`config.mk`:
```
export PLATFORM = sky130hd
export DESIGN_NAME = exe_alu_seq
export DESIGN_NICKNAME = d
export VERILOG_FILES = /design/src/rtl/exe_alu_pkg.sv /design/src/rtl/exe_alu_comb.sv /design/src/rtl/exe_alu_seq.sv
export SDC_FILE = /design/constraint.sdc
export NUM_CORES = 1
export LEC_CHECK = 0
export ABC_CLOCK_PERIOD_IN_PS = 9650
export CAP_MARGIN = 0
export CORE_UTILIZATION = 29
export DETAILED_ROUTE_END_ITERATION = 16
export SETUP_SLACK_MARGIN = 0.05
export SLEW_MARGIN = 20
export SYNTH_ARGS = -nofsm -noshare
export SYNTH_HDL_FRONTEND = slang
export SYNTH_HIERARCHICAL = 1
export SYNTH_SLANG_ARGS = --single-unit
```
`constraint.sdc`:
```
create_clock -name clk -period 9.65 [get_ports clk]
set_input_delay 0.965 -clock clk [delete_from_list [all_inputs] [get_ports clk]]
set_output_delay 0.965 -clock clk [all_outputs]
set_load 0.01 [all_outputs]
```
`src/rtl/exe_alu_pkg.sv`:
```
// Shared types for the registered EXE-stage ALU: opcode set, NZCV bit
// positions, FSM states and a helper that assembles a flag nibble.
package exe_alu_pkg;

   typedef enum logic [3:0] {
      CMD_MOV = 4'b0001,
      CMD_ADD = 4'b0010,
      CMD_ADC = 4'b0011,
      CMD_SUB = 4'b0100,
      CMD_SBC = 4'b0101,
      CMD_AND = 4'b0110,
      CMD_ORR = 4'b0111,
      CMD_EOR = 4'b1000,
      CMD_MVN = 4'b1001,
      CMD_MUL = 4'b1010
   } exe_cmd_e;

   localparam int unsigned FLAG_N = 3;
   localparam int unsigned FLAG_Z = 2;
   localparam int unsigned FLAG_C = 1;
   localparam int unsigned FLAG_V = 0;

   typedef enum logic [1:0] {
      IDLE,
      BUSY,
      DONE
   } alu_state_e;

   function automatic logic [3:0] pack_flags(input logic n, input logic z,
                                             input logic c, input logic v);
      logic [3:0] f;
      f         = '0;
      f[FLAG_N] = n;
      f[FLAG_Z] = z;
      f[FLAG_C] = c;
      f[FLAG_V] = v;
      return f;
   endfunction

endpackage

```
`src/rtl/exe_alu_comb.sv`:
```
// Combinational single-cycle ALU datapath: result and NZCV for every opcode
// except the iterative multiply. Arithmetic is done at DATA_W+1 bits so the
// top bit is the carry-out (add) or borrow (subtract).
module exe_alu_comb
   import exe_alu_pkg::*;
#(
   parameter int unsigned DATA_W = 32
)(
   input  logic [3:0]        cmd_i,
   input  logic [DATA_W-1:0] val1_i,
   input  logic [DATA_W-1:0] val2_i,
   input  logic              c_i,
   input  logic              v_i,
   output logic [DATA_W-1:0] result_o,
   output logic [3:0]        flags_o
);

   localparam int unsigned MSB = DATA_W - 1;

   logic [DATA_W:0]   wide;
   logic [DATA_W-1:0] res;
   logic              c;
   logic              v;

   // Opcode decode; C and V default to the committed status (logical ops)
   always_comb begin
      wide = '0;
      res  = '0;
      c    = c_i;
      v    = v_i;
      case (cmd_i)
         CMD_MOV: res = val2_i;
         CMD_MVN: res = ~val2_i;
         CMD_AND: res = val1_i & val2_i;
         CMD_ORR: res = val1_i | val2_i;
         CMD_EOR: res = val1_i ^ val2_i;
         CMD_ADD, CMD_ADC: begin
            wide = {1'b0, val1_i} + {1'b0, val2_i}
                 + {{DATA_W{1'b0}}, (cmd_i == CMD_ADC) & c_i};
            res  = wide[MSB:0];
            c    = wide[DATA_W];
            v    = (val1_i[MSB] == val2_i[MSB]) && (res[MSB] != val1_i[MSB]);
         end
         CMD_SUB, CMD_SBC: begin
            wide = {1'b0, val1_i} - {1'b0, val2_i}
                 - {{DATA_W{1'b0}}, (cmd_i == CMD_SBC) & ~c_i};
            res  = wide[MSB:0];
            c    = ~wide[DATA_W];
            v    = (val1_i[MSB] != val2_i[MSB]) && (res[MSB] != val1_i[MSB]);
         end
         default: res = '0;
      endcase
   end

   // Result and N/Z derived from it
   always_comb begin
      result_o = res;
      flags_o  = pack_flags(res[MSB], res == '0, c, v);
   end

endmodule

```
`src/rtl/exe_alu_seq.sv`:
```
// Registered EXE-stage ALU with valid/ready handshake on both sides, owner of
// the architectural NZCV status register.
// Build option: define ALU_MUL_EN for the iterative shift-add multiply
// (opcode 1010, BUSY for DATA_W cycles); otherwise 1010 is an undefined op.
module exe_alu_seq
   import exe_alu_pkg::*;
#(
   parameter int unsigned DATA_W = 32,
   parameter int unsigned CMD_W  = 4
)(
   input  logic              clk,
   input  logic              rst_n,
   input  logic              in_valid,
   output logic              in_ready,
   input  logic [CMD_W-1:0]  exe_cmd,
   input  logic [DATA_W-1:0] val1,
   input  logic [DATA_W-1:0] val2,
   input  logic              s_bit,
   output logic              out_valid,
   input  logic              out_ready,
   output logic [DATA_W-1:0] result,
   output logic [3:0]        flags,
   output logic [3:0]        status
);

   alu_state_e        state_q, state_d;
   logic [DATA_W-1:0] result_q, result_d;
   logic [3:0]        flags_q, flags_d;
   logic [3:0]        status_q, status_d;

   logic [3:0]        cmd4;
   logic              accept;
   logic [DATA_W-1:0] alu_res;
   logic [3:0]        alu_flags;

`ifdef ALU_MUL_EN
   localparam int unsigned CNT_W = (DATA_W > 1) ? $clog2(DATA_W) : 1;

   logic [DATA_W-1:0] mcand_q, mcand_d;
   logic [DATA_W-1:0] mplier_q, mplier_d;
   logic [DATA_W-1:0] acc_q, acc_d;
   logic [CNT_W-1:0]  cnt_q, cnt_d;
   logic              sbit_q, sbit_d;
   logic [DATA_W-1:0] mul_sum;
   logic [3:0]        mul_flags;
`endif

   assign cmd4      = 4'(exe_cmd);
   assign in_ready  = (state_q == IDLE) || ((state_q == DONE) && out_ready);
   assign accept    = in_valid && in_ready;
   assign out_valid = (state_q == DONE);
   assign result    = result_q;
   assign flags     = flags_q;
   assign status    = status_q;

   // Operands feed the datapath directly; C/V come from the committed status,
   // which already holds the DONE op's commit when accepting back-to-back.
   exe_alu_comb #(
      .DATA_W (DATA_W)
   ) u_comb (
      .cmd_i    (cmd4),
      .val1_i   (val1),
      .val2_i   (val2),
      .c_i      (status_q[FLAG_C]),
      .v_i      (status_q[FLAG_V]),
      .result_o (alu_res),
      .flags_o  (alu_flags)
   );

`ifdef ALU_MUL_EN
   // One partial product per BUSY cycle: multiplicand shifts left, multiplier right
   always_comb begin
      mul_sum   = acc_q + (mplier_q[0] ? mcand_q : '0);
      mul_flags = pack_flags(mul_sum[DATA_W-1], mul_sum == '0,
                             status_q[FLAG_C], status_q[FLAG_V]);
   end
`endif

   // Next-state, result capture and status commit
   always_comb begin
      state_d  = state_q;
      result_d = result_q;
      flags_d  = flags_q;
      status_d = status_q;
`ifdef ALU_MUL_EN
      mcand_d  = mcand_q;
      mplier_d = mplier_q;
      acc_d    = acc_q;
      cnt_d    = cnt_q;
      sbit_d   = sbit_q;
`endif
      case (state_q)
         IDLE, DONE: begin
            if ((state_q == DONE) && out_ready) begin
               state_d = IDLE;
            end
            if (accept) begin
`ifdef ALU_MUL_EN
               if (cmd4 == CMD_MUL) begin
                  state_d  = BUSY;
                  mcand_d  = val1;
                  mplier_d = val2;
                  acc_d    = '0;
                  cnt_d    = '0;
                  sbit_d   = s_bit;
               end else
`endif
               begin
                  state_d  = DONE;
                  result_d = alu_res;
                  flags_d  = alu_flags;
                  if (s_bit) begin
                     status_d = alu_flags;
                  end
               end
            end
         end
`ifdef ALU_MUL_EN
         BUSY: begin
            acc_d    = mul_sum;
            mcand_d  = mcand_q << 1;
            mplier_d = mplier_q >> 1;
            cnt_d    = cnt_q + CNT_W'(1);
            if (cnt_q == CNT_W'(DATA_W - 1)) begin
               state_d  = DONE;
               result_d = mul_sum;
               flags_d  = mul_flags;
               if (sbit_q) begin
                  status_d = mul_flags;
               end
            end
         end
`endif
         default: state_d = IDLE;
      endcase
   end

   // State and architectural registers
   always_ff @(posedge clk or negedge rst_n) begin
      if (!rst_n) begin
         state_q  <= IDLE;
         result_q <= '0;
         flags_q  <= '0;
         status_q <= '0;
      end else begin
         state_q  <= state_d;
         result_q <= result_d;
         flags_q  <= flags_d;
         status_q <= status_d;
      end
   end

`ifdef ALU_MUL_EN
   // Multiplier working registers
   always_ff @(posedge clk or negedge rst_n) begin
      if (!rst_n) begin
         mcand_q  <= '0;
         mplier_q <= '0;
         acc_q    <= '0;
         cnt_q    <= '0;
         sbit_q   <= 1'b0;
      end else begin
         mcand_q  <= mcand_d;
         mplier_q <= mplier_d;
         acc_q    <= acc_d;
         cnt_q    <= cnt_d;
         sbit_q   <= sbit_d;
      end
   end
`endif

endmodule

```
==> results.yml <==
job:
  drv_cap: 0
logic_synthesis:
  yosys_warnings: 6
  ys_ff_latch: 41
  synthCells: 1092
  netlist-cell-type-count: 85
  async_reset_ff_share_pct: 100
  synth_edf_count: 0
  synth-seq-area-share_pct: 12.1
  syn_area_per_cell_um2: 7.75
  synth_fp_nets: 1295
  synth_top_area_share_pct: 18.6
  synth_area_um2: 8460
  synth_area_leaders: "ha_1 (19%), dfrtp_1 (12%), mux2_4 (6.0%), a21oi_1 (5.0%), inv_1 (4.8%)"
  yosys.area.top_type: "ha_1"
  yosys_most_used_dff: "dfrtp_1"
power:
  p_comb_share_pct: 61.5
  p_sw_share_pct: 41.5
  clockPowerShare_pct: 16.8
  vdd_ir_drop_max_v: 0.0000805
  p_leak_uw: 0.00439
  intPower_uw: 670
  power.total_uw: 1150
  p_switching_uw: 475
  powerDensity_nw_per_um2: 115
  seq_power_share_pct: 21.7
layout:
  final_common_cell: "ha_1"
  area_growth_pct: 17.7
  nets: 1353
  stdcell_count: 1535
  post_route_cells_drive_above_1_share_pct: 7.82
  final_cell_mix: "ha_1 (126), clkdlybuf4s50_1 (111), inv_1 (109)"
  final_area_um2: 9960
  antenna_cells: 0
route:
  vias: 8357
  wl_um: 28800
  first_pass_iters: 5
  drt_iter0_drc: 797
  post_drt_wl_per_cell_um: 18.7
  drc: 0
  drtAntennaViolNets: 0
  vias_per_cell: 5.44
sta:
  relSlewSlack_pct: 35.6
  rsz0062_at_grt: "no"
  worst_slew_pin_slew_ns: 0.966
  period_share_pct: 66.7
  min_period_ns: 6.44
  slew_violations: 0
  tns_ns: 0
  final-hold-violation-count: 0
  clock_skew_ns: 0.00414
  setup_viol: 0
  clock.fmax_mhz: 155
setup_path:
  r2r_slack_ns: 4.76
  crit_fanout: 24
  worstSetupStartpointType: "primary input"
  cpPeakStageDelay_ns: 0.78
  reg2reg_from: "status[1]$_DFFE_PN0P_"
  crit_top_cell: "nand2b_1"
  path_class: "primary input to register"
  cp_top_family: "simple AND/OR/NAND/NOR gates"
  critPathCaptureType: "register"
  r2r_cells: 15
  critical_path_arrival_ns: 6.66
  slowest_stage: "clkdlybuf4s50_1"
  worst-path-stages: 22
  cp.required_ns: 9.87
  crit_chain: "clkdlybuf4s50_1 > nand2b_1 > nand2b_1 > buf_4 > nor3b_1 > fa_1 > inv_1 > ha_1 > nor2_1 > fa_1 > nor3b_1 > o211a_1 > nor3_1 > nand2b_1 > xnor2_1 > o221ai_1 > or4_1 > or4_1 > nor4_2 > nand4bb_1 > nor3_2 > mux2_4"
  regToRegEndpoint: "status[2]$_DFFE_PN0P_"
  cp.buffers_inverters: 3
placement:
  placed_cell_area_um2: 9790
  dp_hpwl_um: 22800
  gp_congestion: 0.911
  portBuffers: 114
  dp.cells: 1527
clocking:
  clock_latency_ns: 0.28
  cts_hold_buffers: 0
  cts_made_buffers: 5
  path_clk_slew_ns: 0.06
  ctsHtreeMaxLevel: 2
  clock-sinks: 41
  cts_root_buf: "clkbuf_16"
  cts_tree: "done"
  cts_resized: 0
  cts_setup_buffers: 0
  clockBufferDepth: 2
min_path:
  hp-class: "register to register"
  holdCritStartpoint: "flags[0]$_DFFE_PN0P_"
  holdPathStages: 1
  hold_path_end: "flags[0]$_DFFE_PN0P_"
die:
  dieArea_um2: 29900
  core_um2: 28700
  pin_count: 115
  rows: 62
  die-width_um: 173
  die_y_um: 173
  start_util_pct: 29.5
status:
  status: "complete, no violations"
grt:
  grt_pass1_vias: 7803
  grt_antenna_before_repair: 0
  grt_pass1_wl_um: 44700
  grt_overflow: 0
  grt_start_max_net_pins: 79
  grt.total_usage_pct: 18.6
-- how the worst max path moves through the flow --
stage / from / endpoint / slack (ns)
6_report: exe_cmd[2] / status[2]$_DFFE_PN0P_ / 3.21
3_5_place_dp: exe_cmd[2] / status[2]$_DFFE_PN0P_ / 2.94
5_1_grt: exe_cmd[2] / status[2]$_DFFE_PN0P_ / 2.69
3_3_place_gp: exe_cmd[2] / flags[2]$_DFFE_PN0P_ / 3.11
2_1_floorplan: exe_cmd[0] / flags[2]$_DFFE_PN0P_ / 3.77
4_1_cts: exe_cmd[2] / status[2]$_DFFE_PN0P_ / 3.19
-- metal layers --
layer  global-route usage [%]  routed length (µm)
met5                        0                   0
met3                     3.67                1940
met4                     4.31                 622
met1                     26.0               13600
met2                     29.2               12600
-- worst register-to-register path: cells and delay by family (launching register included) --
family | cells | cell delay [ns]
AO/OA/AOI/OAI | 5 | 1.67
AND/OR/NAND/NOR | 6 | 1.48
adder cells (fa/ha/maj) | 2 | 0.87
flip-flops | 1 | 0.49
multiplexers | 1 | 0.17
XOR/XNOR | 1 | 0.15
-- flip-flops by register name (all words and copies together) (netlist names) --
| register | flops |
|---|---|
| result | 32 |
| flags | 4 |
| status | 4 |
| state_q | 1 |
-- through the flow --
stage               util [%]  hold WS [ns]  setup WS (ns)
floorplan                  -         0.550           3.77
global placement        34.1         0.494           3.11
detailed placement      34.1         0.502           2.94
CTS                     34.7         0.519           3.19
global route            34.7         0.530           2.69
finish                  34.7         0.512           3.21
-- power groups by stage --
stage                     logic (µW)  clock network [µW]  registers, µW
after detailed placement         697                   0            252
after global routing             765                 203            254
final                            705                 192            249
after CTS                        700                 194            249
after floorplan                  442                   0            258
after global placement           692                   0            251
-- cell families (layout without fill, tap and decap cells) --
family,count (synthesis),in the layout,synth area share (%)
AO/OA/AOI/OAI,334,334,26.8
AND/OR/NAND/NOR,291,291,17.7
buffers and inverters,183,242,9.24
adder cells (fa/ha/maj),130,130,19.6
XOR/XNOR,62,62,6.42
multiplexers,51,51,8.15
flip-flops,41,41,12.1
-- synthesized netlist by cell type, types with 7 or more instances --
| library cell | count |
|---|---|
| mux2_2 | 7 |
| and2_1 | 7 |
| clkbuf_1 | 46 |
| mux2i_1 | 10 |
| a221o_1 | 8 |
| o21a_1 | 14 |
| dfrtp_1 | 41 |
| inv_1 | 109 |
| ha_1 | 126 |
| o211ai_1 | 18 |
| buf_6 | 7 |
| a21oi_1 | 85 |
| a31oi_1 | 7 |
| xnor2_1 | 33 |
| nand2_1 | 81 |
| xor2_1 | 29 |
| a221oi_1 | 10 |
| nor2_1 | 65 |
| o22ai_1 | 20 |
| and3_1 | 7 |
| nand4_1 | 18 |
| a21o_1 | 18 |
| a211oi_1 | 13 |
| nor2b_1 | 9 |
| o21ai_1 | 7 |
| nand3_1 | 28 |
| o21ai_0 | 58 |
| nor3_1 | 18 |
| nand2b_1 | 13 |
| buf_2 | 13 |
| buf_4 | 7 |
| a22oi_1 | 13 |
| o221ai_1 | 12 |
| mux2_4 | 34 |
-- area by class of cell --
type / instances / area, µm²
Fill cell: 3049 / 18700
Multi-Input combinational cell: 868 / 6670
Timing Repair Buffer: 124 / 1200
Sequential cell: 41 / 1030
Tap cell: 384 / 480
Inverter: 110 / 413
Clock buffer: 7 / 143
Clock inverter: 1 / 30.0
(Power assumes the default switching activity.)
